<file path="src/rtl/ps2_pkg.sv">
// ps2_pkg: shared PS/2 prefix constants and frame FSM state encoding.
package ps2_pkg;
  localparam logic [7:0] PS2_PFX_EXT   = 8'hE0;
  localparam logic [7:0] PS2_PFX_REL   = 8'hF0;
  localparam logic [7:0] PS2_PFX_PAUSE = 8'hE1;
  localparam int         PS2_PAUSE_SKIP = 7;
  typedef enum logic [1:0] {IDLE, DATA, PARITY, STOP} ps2_state_t;
endpackage

</file>
<file path="src/rtl/ps2_line_filter.sv">
// ps2_line_filter: 2-FF synchroniser plus FILTER_LEN-sample debounce for one PS/2 line.
module ps2_line_filter #(
  parameter int FILTER_LEN = 8
) (
  input  logic clk_sys,
  input  logic reset,
  input  logic line,
  output logic filt
);
  localparam int CW = $clog2(FILTER_LEN + 1);
  logic [1:0]    sync;
  logic [CW-1:0] cnt;
  always_ff @(posedge clk_sys or posedge reset) begin
    if (reset) begin
      sync <= 2'b11;
      cnt  <= '0;
      filt <= 1'b1;
    end else begin
      sync <= {sync[0], line};
      if (sync[1] == filt) cnt <= '0;
      else if (cnt == CW'(FILTER_LEN - 1)) begin
        filt <= sync[1];
        cnt  <= '0;
      end else cnt <= cnt + 1'b1;
    end
  end
endmodule

</file>
<file path="src/rtl/ps2_key_receiver.sv">
// ps2_key_receiver: PS/2 frame receiver and E0/F0/E1 prefix decoder producing the ps2_key event word.
// Optional watchdog abort of stalled frames when PS2_TIMEOUT_EN is defined.
module ps2_key_receiver
  import ps2_pkg::*;
#(
  parameter int FILTER_LEN  = 8,
  parameter int TIMEOUT_CYC = 1600
) (
  input  logic        clk_sys,
  input  logic        reset,
  input  logic        ps2_clk,
  input  logic        ps2_data,
  output logic [10:0] ps2_key,
  output logic        key_strobe,
  output logic        frame_err
);
  logic       clk_f, data_f, clk_prev, fall_evt, timeout;
  ps2_state_t state, state_n;
  logic [2:0] bit_cnt, bit_cnt_n, skip_cnt;
  logic [7:0] shreg, shreg_n;
  logic       par, par_n, byte_valid, valid_n, err_n, ext_flag, rel_flag;

  ps2_line_filter #(.FILTER_LEN(FILTER_LEN)) u_clk_filt (
    .clk_sys(clk_sys), .reset(reset), .line(ps2_clk), .filt(clk_f)
  );
  ps2_line_filter #(.FILTER_LEN(FILTER_LEN)) u_data_filt (
    .clk_sys(clk_sys), .reset(reset), .line(ps2_data), .filt(data_f)
  );

  assign fall_evt = clk_prev & ~clk_f;

`ifdef PS2_TIMEOUT_EN
  localparam int WW = $clog2(TIMEOUT_CYC + 1);
  logic [WW-1:0] wd;
  always_ff @(posedge clk_sys or posedge reset) begin
    if (reset) wd <= '0;
    else wd <= (state == IDLE || fall_evt) ? '0 : wd + 1'b1;
  end
  assign timeout = state != IDLE && !fall_evt && wd == WW'(TIMEOUT_CYC - 1);
`else
  logic unused_timeout;
  assign unused_timeout = ^TIMEOUT_CYC;
  assign timeout = 1'b0;
`endif

  always_ff @(posedge clk_sys or posedge reset) begin
    if (reset) begin
      clk_prev   <= 1'b1;
      state      <= IDLE;
      bit_cnt    <= '0;
      shreg      <= '0;
      par        <= 1'b0;
      byte_valid <= 1'b0;
      frame_err  <= 1'b0;
    end else begin
      clk_prev   <= clk_f;
      state      <= state_n;
      bit_cnt    <= bit_cnt_n;
      shreg      <= shreg_n;
      par        <= par_n;
      byte_valid <= valid_n;
      frame_err  <= err_n;
    end
  end

  always_comb begin
    state_n   = state;
    bit_cnt_n = bit_cnt;
    shreg_n   = shreg;
    par_n     = par;
    valid_n   = 1'b0;
    err_n     = 1'b0;
    if (timeout) begin
      state_n = IDLE;
      err_n   = 1'b1;
    end else if (fall_evt) begin
      case (state)
        IDLE: begin
          state_n   = data_f ? IDLE : DATA;
          bit_cnt_n = '0;
        end
        DATA: begin
          shreg_n   = {data_f, shreg[7:1]};
          bit_cnt_n = bit_cnt + 1'b1;
          state_n   = (bit_cnt == 3'd7) ? PARITY : DATA;
        end
        PARITY: begin
          par_n   = data_f;
          state_n = STOP;
        end
        default: begin
          valid_n = data_f & ^{shreg, par};
          err_n   = ~(data_f & ^{shreg, par});
          state_n = IDLE;
        end
      endcase
    end
  end

  // A rejected frame also discards any pending prefix or Pause skip.
  always_ff @(posedge clk_sys or posedge reset) begin
    if (reset) begin
      ps2_key    <= '0;
      key_strobe <= 1'b0;
      ext_flag   <= 1'b0;
      rel_flag   <= 1'b0;
      skip_cnt   <= '0;
    end else begin
      key_strobe <= 1'b0;
      if (frame_err) begin
        ext_flag <= 1'b0;
        rel_flag <= 1'b0;
        skip_cnt <= '0;
      end else if (byte_valid) begin
        if (skip_cnt != 3'd0) skip_cnt <= skip_cnt - 1'b1;
        else if (shreg == PS2_PFX_PAUSE) skip_cnt <= 3'(PS2_PAUSE_SKIP);
        else if (shreg == PS2_PFX_EXT) ext_flag <= 1'b1;
        else if (shreg == PS2_PFX_REL) rel_flag <= 1'b1;
        else begin
          ps2_key    <= {~ps2_key[10], ~rel_flag, ext_flag, shreg};
          key_strobe <= 1'b1;
          ext_flag   <= 1'b0;
          rel_flag   <= 1'b0;
        end
      end
    end
  end
endmodule

</file>
<file path="config.mk">
export PLATFORM = sky130hd
export DESIGN_NAME = ps2_key_receiver
export DESIGN_NICKNAME = d
export VERILOG_FILES = /design/src/rtl/ps2_pkg.sv /design/src/rtl/ps2_line_filter.sv /design/src/rtl/ps2_key_receiver.sv
export SDC_FILE = /design/constraint.sdc
export NUM_CORES = 1
export LEC_CHECK = 0
export ABC_CLOCK_PERIOD_IN_PS = 5050
export BUFFER_PORTS_ARGS = -buffer_cell sky130_fd_sc_hd__buf_2
export CAP_MARGIN = 20
export CORE_MARGIN = 2
export CORE_UTILIZATION = 55
export DETAILED_ROUTE_END_ITERATION = 10
export PLACE_DENSITY = 0.73
export SLEW_MARGIN = 20
export SYNTH_ARGS = -nofsm -noshare
export SYNTH_HDL_FRONTEND = slang
export SYNTH_HIERARCHICAL = 1
export SYNTH_SLANG_ARGS = --single-unit
</file>
<file path="constraint.sdc">
create_clock -name clk_sys -period 5.05 [get_ports clk_sys]
set_input_delay 0.2525 -clock clk_sys [delete_from_list [all_inputs] [get_ports clk_sys]]
set_output_delay 0.2525 -clock clk_sys [all_outputs]
set_load 0.05 [all_outputs]
</file>
==> metrics, run 1 <==
DR iter-0 viols=55; number of max-cap violations=0; die area=around 4400 µm²; #FFs+latches synth=48; number of gates resized after CTS=0; total power=between 800 and 900 µW; initial antenna violation count=0; CORE AREA=between 3000 and 4000 µm²; Post-synth EDFFs=0; Worst setup EP type=flop; delay-heaviest family, CP=compound AO/OA/AOI/OAI gates; sum of negative setup slack=0 ns; number of global-route vias before repair=1,323; Clk network pwr share=0.295; post-layout minimum cycle time=between 2 and 2.5 ns; ratio of cells with drive above 1 in the final layout=0.218; clock slew at reported path FFs=about 0.08 ns; slew margin rel.=0.325; DRC=0; Sw Ratio=0.265; Netlist cell types=40; share of the synthesized area in the top cell type=0.478; total track usage=0.181; Detail Route Antenna Nets=0; Leakage=between 1 and 1.5 nW; main flop type after synthesis=dfrtp_1; Max Clock Freq=around 450 MHz; sequential area share after synthesis=0.563; final WL=approximately 3.3 mm; DP HPWL=~2.4 mm; Remaining Overflow, GRT=0; Worst-Skew Late Latency=between 0.2 and 0.3 ns; CTS tree=done; Pins Over Slew Limit=0; CP bufs+invs=1; first-pass GRT wire length=5.96 mm; Vias/cell=between 5 and 6; Least-Margin Pin Slew=a little over 1 ns; Setup Crit Path Kind=flop to flop; setup violators final=0; status=complete, no violations; CP max FO=12; Critical Path, Cell by Cell=inv_1 -> ha_1 -> nand3b_1 -> a211oi_2 -> mux2_1; largest net degree at the start of global routing=35; internal power=around 650 µW; IO Pins=17; syn avg cell area=between 10 and 15 µm²; synthesized area=roughly 2100 µm²; hold buffers post-CTS=1; Initial Util=0.578; most frequent cell after synthesis=dfrtp_1; Area Growth Syn to Fin=10.9%; number of port buffers=16; slowest cell delay on critical path=between 0.8 and 0.9 ns; sequential share of power=0.550; via count=between 1,000 and 1,500; synth cell count leaders=dfrtp_1 (41), mux2_1 (18), inv_1 (9), nand2_1 (9), dfstp_2 (7); CTS Root Cell=clkbuf_8; Num CTS Buffers=5; Syn Nets=between 150 and 200; switching component of the power=236 µW; final layout net count=slightly below 200; top post-synthesis cells by area=dfrtp_1 (48%), mux2_1 (9.4%), dfstp_2 (8.6%), ha_1 (3.5%), xnor2_1 (2.4%); Post-CTS Setup Inserts=0; Die W=between 60 and 70 µm; H-tree lvl count=2; row count=22; Max Clock Skew=0.00500 ns; fill count=292; Comb power frac=0.155; CP required=about 5.2 ns; PwrDens=about 370 nW/µm²; deepest clock path buffer count=2; gpl congestion=between 0.8 and 0.9; Die H=approximately 67 µm; Avg WL per Cell=14.1 µm; Slowest-stage cell, CP=a211oi_2; ys async rst share=1.00; CTS Sinks=48; router iterations before antenna repair=4; HP Class=input pin to flop; Ant. Diodes=0; Final Cycle Share=0.445; maximum VDD drop=~0.24 mV; arrival time worst endpoint=~2.4 ns; Synth warnings=6; final hold vios=0; RSZ-0062 raised after global routing=no; crit start category=flop; synthesized netlist cell count=between 150 and 200; leading area contributor after synthesis=dfrtp_1
==> cells by family (layout without fill, tap and decap cells) <==
kind of cell	Yosys count	after routing	synth area share
DFF	48	48	0.563
xor gates and xnor gates	10	10	0.0536
adders and majority gates	6	6	0.0349
buffers and inverters	14	35	0.0303
muxes	22	22	0.118
AOI/OAI and AO/OA	24	24	0.0763
and+or+nand+nor	43	43	0.124
==> final cells by class <==
type | count | area, µm² | area share
Clock buffer | 6 | 72.6 | 0.0305
Clock inverter | 2 | 35.0 | 0.0147
Inverter | 9 | 33.8 | 0.0142
Multi-Input combinational cell | 105 | 873 | 0.367
Sequential cell | 48 | 1210 | 0.508
Tap cell | 48 | 60.1 | 0.0252
Timing Repair Buffer | 18 | 97.6 | 0.0410
==> through the flow <==
step                instance area [µm²]  hold WS [ns]  std cells  worst slack [ns]  utilization
global route                       2380        0.0317        236              2.65        0.641
floorplan                          2150        0.0537        167              3.34            -
detailed placement                 2260         0.204        227              2.82        0.609
CTS                                2380        0.0362        236              2.81        0.641
finish                             2380        0.0460        236              2.80        0.641
global placement                   2260         0.198        227              2.97        0.609
==> sequential cells by signal (all words and copies together), names as in the netlist <==
signal and cells:
byte_valid 1, bit_cnt 3, state 2, rel_flag 1, clk_prev 1, u_data_filt/filt 1, frame_err 1, ps2_key 11
u_clk_filt/cnt 4, par 1, skip_cnt 3, u_clk_filt/filt 1, u_data_filt/cnt 4, key_strobe 1, u_data_filt/sync 2, ext_flag 1
shreg 8, u_clk_filt/sync 2
==> worst paths after layout <==
path,slack (ns),startpoint,depth (start not counted),to
min reg2reg,0.36,u_clk_filt/sync[0],0,u_clk_filt/sync[1]
max in group asynchronous,4.13,reset,4,clk_prev
max,2.80,skip_cnt[0],5,ps2_key[0]
max reg2reg,2.80,skip_cnt[0],5,ps2_key[0]
min in group asynchronous,0.43,reset,3,u_data_filt/cnt[3]
min,0.05,ps2_clk,1,u_clk_filt/sync[0]
==> cells in the final DEF (no fill, tap or decap), drive strengths merged <==
cell type	Yosys	final
mux2	20	20
nand4b	3	3
nand2	9	9
o21ai	10	10
nor2b	4	4
nor3	3	3
ha	6	6
xor2	2	2
buf	3	17
nor2	7	7
a21boi	1	1
dlygate4sd3	0	1
nand2b	1	1
clkbuf	2	6
nand3	4	4
xnor3	2	2
a211oi	3	3
a311oi	4	4
clkinv	0	1
bufinv	0	1
nand3b	4	4
mux2i	2	2
and4	3	3
a21oi	5	5
nor3b	2	2
dfstp	7	7
o21a	1	1
or2	1	1
dfrtp	41	41
inv	9	9
nor4	1	1
or4b	1	1
xnor2	6	6
==> per-layer routing <==
layer	part of all wire	wire (µm)	vias up	track usage
met2	0.51	1680	14	0.298
li1	-	-	623	-
met1	0.45	1480	653	0.229
met3	0.027	91	7	0.0405
met5	0	0	-	0
met4	0.020	68	0	0.0842
==> power groups by stage <==
stage	clock, mW	combinational (mW)	sequential, mW
2_1_floorplan	0	0.123	0.477
3_3_place_gp	0	0.130	0.491
3_5_place_dp	0	0.138	0.497
4_1_cts	0.271	0.140	0.490
5_1_grt	0.288	0.159	0.498
6_report	0.263	0.138	0.490
Note: power is estimated with default switching activity, not from simulation.
==> inputs of run 2 (changes only) <==
- ABC_CLOCK_PERIOD_IN_PS: 5050 -> 2100
- clock period: 5.05 -> 2.1 ns (I/O delays scaled with it)
==> metrics, run 2 (synthesis results as in run 1) <==
CORE AREA=3720 µm² (unchanged); CP required=2.28 ns (-2.95 ns); Vias/cell=5.45 (-0.83%); die area=4420 µm² (unchanged); crit start category=flop; Max Clock Freq=546 MHz (+23%); most frequent cells in the layout=dfrtp_1 (41), mux2_1 (18), buf_2 (16), nand2_1 (9), inv_1 (9); Final Cycle Share=0.872 (+0.427); Worst-Skew Late Latency=0.31 ns (+0.02 ns); Detail Route Antenna Nets=0 (unchanged); number of port buffers=16 (unchanged); row count=22 (unchanged); router iterations before antenna repair=4 (unchanged); Pins Over Slew Limit=0 (unchanged); deepest clock path buffer count=2 (unchanged); fill count=298 (+2.1%); HP Class=input pin to async pin; Setup Crit Path Kind=flop to flop; area occupied by registers=1210 µm² (unchanged); Worst Reg-to-Reg Cells=6 (+1); Worst R2R Setup Slack=0.27 ns (-2.53 ns); Area after DPL=2280 µm² (+0.66%); ratio of cells with drive above 1 in the final layout=0.224 (+0.00587); DR iter-0 viols=40 (-27%); post-route cell area=2390 µm² (+0.53%); r2r startpoint=skip_cnt[0]; final hold vios=0 (unchanged); grt met3 use=0.0557 (+0.0152); Leakage=1.20 nW (+0.44%); Ant. Diodes=0 (unchanged); total track usage=0.192 (+0.0103); Largest register FFs=11 (unchanged); Initial Util=0.578 (unchanged); Area Growth Syn to Fin=11.5%; DRC=0 (unchanged); CP max FO=9 (-3); met2 Resource Use GR=0.321 (+0.0237); total power=2.04 mW (+130%); via count=1,308 (+0.85%); Remaining Overflow, GRT=0 (unchanged); RSZ-0062 raised after global routing=no; number of gates resized after CTS=0 (unchanged); number of global-route vias before repair=1,355 (+2.4%); area of the multi-input gates=873 µm² (unchanged); crit path from=skip_cnt[0]; Worst setup EP type=flop; largest registers=ps2_key (11), shreg (8); register name with the most flops=ps2_key; PwrDens=853 nW/µm² (+130%); DP HPWL=2.55 mm (+5.0%); status=complete, no violations; CTS Root Cell=clkbuf_8; Die H=66.5 µm (unchanged); post-layout minimum cycle time=1.83 ns (-0.416 ns); Critical Path, Cell by Cell=inv_1 -> ha_1 -> nand3b_1 -> a211oi_2 -> buf_4 -> mux2_1; IO Pins=17 (unchanged); Max Clock Skew=0.0232 ns (+0.0183 ns); number of max-cap violations=0 (unchanged); final layout net count=201 (+2.0%); gpl congestion=0.772 (-3.9%); GRT busiest layer=met2; met1 GRT Util=0.236 (+0.00705); slew margin rel.=0.724 (+0.400); Post-CTS Setup Inserts=0 (unchanged); Least-Margin Pin Slew=0.413 ns (-0.598 ns); initial antenna violation count=0 (unchanged); clock slew at reported path FFs=0.08 ns (about the same); slowest cell delay on critical path=0.40 ns (-0.48 ns); H-tree lvl count=2 (unchanged); sum of negative setup slack=0 ns (unchanged); first-pass GRT wire length=6.22 mm (+4.3%); Avg WL per Cell=14.6 µm (+3.5%); most common cell after layout, fill and taps aside=dfrtp_1; setup violators final=0 (unchanged); CTS Sinks=48 (unchanged); CTS tree=done; Slowest-stage cell, CP=dfrtp_1; final WL=3.50 mm (+5.3%); Reg-to-Reg End=ps2_key[1]; Die W=66.5 µm (unchanged); maximum VDD drop=0.581 mV (+140%); largest net degree at the start of global routing=35 (unchanged); Num CTS Buffers=5 (unchanged); arrival time worst endpoint=2.02 ns (-0.40 ns)
[run 2: changes by cell type in the layout (fill, tap and decap cells not counted)]
cell and change:
clkinvlp_4 +1, bufinv_16 -1, dlygate4sd3_1 +2, buf_4 +2
[run 2: how the worst max path moves through the flow]
| stage | depth (start not counted) | slack [ns] | endpoint |
|---|---|---|---|
| CTS | 6 | 0.25 | ps2_key[1] |
| global placement | 6 | 0.39 | ps2_key[6] |
| floorplan | 6 | 0.39 | ps2_key[0] |
| detailed placement | 6 | 0.26 | ps2_key[8] |
| global route | 6 | 0.09 | ps2_key[1] |
| finish | 6 | 0.27 | ps2_key[1] |
[run 2: worst max-delay path, delay by kind of cell (launching register included)]
family                   cells  cell delay [ns]
flip-flops                   1             0.40
multiplexers                 1             0.34
buffers and inverters        2             0.32
AO/OA/AOI/OAI                1             0.27
adder cells (fa/ha/maj)      1             0.20
AND/OR/NAND/NOR              1             0.20
[run 2: routing by layer]
layer | wire (µm) | part of all wire
met5 | 0 | 0
met4 | 57 | 0.016
met3 | 110 | 0.031
met2 | 1820 | 0.52
met1 | 1510 | 0.43
[run 2: area by class of cell]
cell class	count	share of cell area
sequential	48	0.505
multi-input combinational	105	0.365
timing repair buffer	22	0.0554
clock buffer	6	0.0303
tap	48	0.0251
inverter	9	0.0141
clock inverter	2	0.00522
[run 2: power by group]
part / internal (mW) / total, mW / switching (mW)
Sequential: 1.05 / 1.18 / 0.123
Combinational: 0.168 / 0.330 / 0.162
Clock: 0.233 / 0.537 / 0.304
Total: 1.46 / 2.04 / 0.588
[run 2: repair_timing]
item	CTS	global route
hold endpoints to repair	49	0
setup endpoints to repair	0	0
hold buffers	3	0
[run 2: through the flow]
step	hold slack, ns	setup slack (ns)	util	cells
global route	0.305	0.0863	0.644	240
detailed placement	0.0557	0.260	0.613	229
global placement	0.0501	0.389	0.613	229
CTS	0.282	0.245	0.644	240
finish	0.276	0.269	0.644	240
floorplan	-0.0938	0.387	-	167
==> inputs of run 3 (changes only) <==
- CORE_ASPECT_RATIO: default -> 1.2
==> metrics, run 3 (synthesis results as in run 1) <==
most common cell after layout, fill and taps aside=dfrtp_1; DRC=0 (unchanged); crit start category=flop; Ant. Diodes=0 (unchanged); Leakage=1.22 nW (+1.2%); CTS Sinks=48 (unchanged); Die W=61.1 µm (-8.2%); DP HPWL=2.45 mm (-4.0%); Comb power frac=0.155 (-0.006); Final Cycle Share=0.866 (-0.00603); CORE AREA=3690 µm² (-0.61%); largest net degree at the start of global routing=35 (unchanged); die area=4420 µm² (about the same); row count=24 (+9.1%); Initial Util=0.582 (+0.00353); Worst setup EP type=flop; ratio of cells with drive above 1 in the final layout=0.224 (unchanged); fill count=292 (-2.0%); Die H=72.5 µm (+9.0%); CP max FO=9 (unchanged); Worst-Skew Late Latency=0.30 ns (about the same); total track usage=0.186 (-0.00546); gpl congestion=0.793 (+2.7%); grt met3 use=0.0553 (-0.000485); final hold vios=0 (unchanged); area of the multi-input gates=873 µm² (unchanged); Sw Ratio=0.269 (-0.0185); area occupied by registers=1210 µm² (unchanged); Avg WL per Cell=13.6 µm (-6.7%); most frequent cells in the layout=dfrtp_1 (41), mux2_1 (18), buf_2 (16), nand2_1 (9), inv_1 (9); deepest clock path buffer count=2 (unchanged); number of max-cap violations=0 (unchanged); Max Clock Freq=550 MHz (+0.70%); Critical Path, Cell by Cell=inv_1 -> ha_1 -> nand3b_1 -> a211oi_2 -> buf_4 -> mux2_1; Area Growth Syn to Fin=12.8%; Area after DPL=2280 µm² (+0.22%); Setup Crit Path Kind=flop to flop; number of global-route vias before repair=1,376 (+1.5%); met2 Resource Use GR=0.305 (-0.0163); number of gates resized after CTS=0 (unchanged); PwrDens=891 nW/µm² (+4.4%); post-route cell area=2420 µm² (+1.1%); number of port buffers=16 (unchanged); slowest cell delay on critical path=0.40 ns (about the same); Worst Reg-to-Reg Cells=6 (unchanged); Clk network pwr share=0.298 (+0.035); clock slew at reported path FFs=0.08 ns (about the same); delay-heaviest family, CP=flip-flops; final layout net count=201 (unchanged); HP Class=input pin to async pin; CP required=2.28 ns (about the same); met1 GRT Util=0.220 (-0.0151); post-layout minimum cycle time=1.82 ns (-0.0127 ns); switching component of the power=581 µW (-1.2%); Post-CTS Setup Inserts=0 (unchanged); H-tree lvl count=2 (unchanged); Largest register FFs=11 (unchanged); slew margin rel.=0.716 (-0.00866); CTS Root Cell=clkbuf_8; largest registers=ps2_key (11), shreg (8); router iterations before antenna repair=3 (-1); IO Pins=17 (unchanged); CTS tree=done; via count=1,336 (+2.1%); sequential share of power=0.547 (-0.029); maximum VDD drop=0.622 mV (+6.9%); status=complete, no violations; Detail Route Antenna Nets=0 (unchanged); Pins Over Slew Limit=0 (unchanged); Remaining Overflow, GRT=0 (unchanged); sum of negative setup slack=0 ns (unchanged); register name with the most flops=ps2_key; final WL=3.32 mm (-5.1%); initial antenna violation count=0 (unchanged); GRT busiest layer=met2; first-pass GRT wire length=6.03 mm (-3.0%); Vias/cell=5.48 (+0.47%); RSZ-0062 raised after global routing=no; Num CTS Buffers=5 (unchanged); setup violators final=0 (unchanged); Least-Margin Pin Slew=0.426 ns (+0.0130 ns); internal power=1.58 mW (+8.3%); Slowest-stage cell, CP=dfrtp_1; arrival time worst endpoint=2.00 ns (-0.02 ns); DR iter-0 viols=68 (+70%); CP Depth=6 (unchanged); Max Clock Skew=0.00693 ns (-0.0163 ns); hold buffers post-CTS=3 (unchanged); CP bufs+invs=2 (unchanged)
run 3: cell count changes in the layout (fill, tap and decap cells not counted), sizes merged:
cell and change:
clkinvlp -1, bufinv +1
run 3: layer usage:
metal / share of wire / vias up / wire length (µm)
met5: 0 / - / 0
li1: - / 638 / -
met3: 0.029 / 8 / 96
met2: 0.53 / 19 / 1750
met1: 0.42 / 671 / 1390
met4: 0.024 / 0 / 80
run 3: tightest hold or removal path: stages:
cell and delay [ns]:
dlygate4sd3_1 0.53, buf_2 0.13, inv_1 0.20
run 3: per-stage QoR:
stage               power, mW  utilization  hold slack [ns]  std cells  setup slack, ns
floorplan                1.44            -          -0.0938        167            0.387
global placement         1.50        0.619           0.0547        233            0.378
detailed placement       1.53        0.619           0.0559        233            0.287
CTS                      2.18        0.656            0.283        244            0.273
global route             2.28        0.656            0.299        244            0.146
finish                   2.16        0.656            0.285        244            0.282
run 3: final timing paths:
kind	startpoint	to	slack (ns)
worst min-delay path	reset	u_data_filt/cnt[2]	0.29
worst min register to register	u_clk_filt/sync[0]	u_clk_filt/sync[1]	0.36
max in group asynchronous	reset	clk_prev	1.32
worst max-delay path	skip_cnt[0]	ps2_key[1]	0.28
worst max register to register	skip_cnt[0]	ps2_key[1]	0.28
min in group clk_sys	u_clk_filt/sync[0]	u_clk_filt/sync[1]	0.36
run 3: power groups by stage:
stage / combinational, mW / clock [mW] / sequential (mW)
after floorplan: 0.295 / 0 / 1.15
after global placement: 0.314 / 0 / 1.18
after detailed placement: 0.332 / 0 / 1.20
after CTS: 0.340 / 0.657 / 1.18
after global routing: 0.384 / 0.695 / 1.20
final: 0.334 / 0.643 / 1.18
run 3: final cells by class:
type	count	area share
sequential	48	0.499
clock inverter	2	0.0145
clock buffer	6	0.0300
multi-input combinational	105	0.361
inverter	9	0.0139
tap	52	0.0269
timing repair buffer	22	0.0548
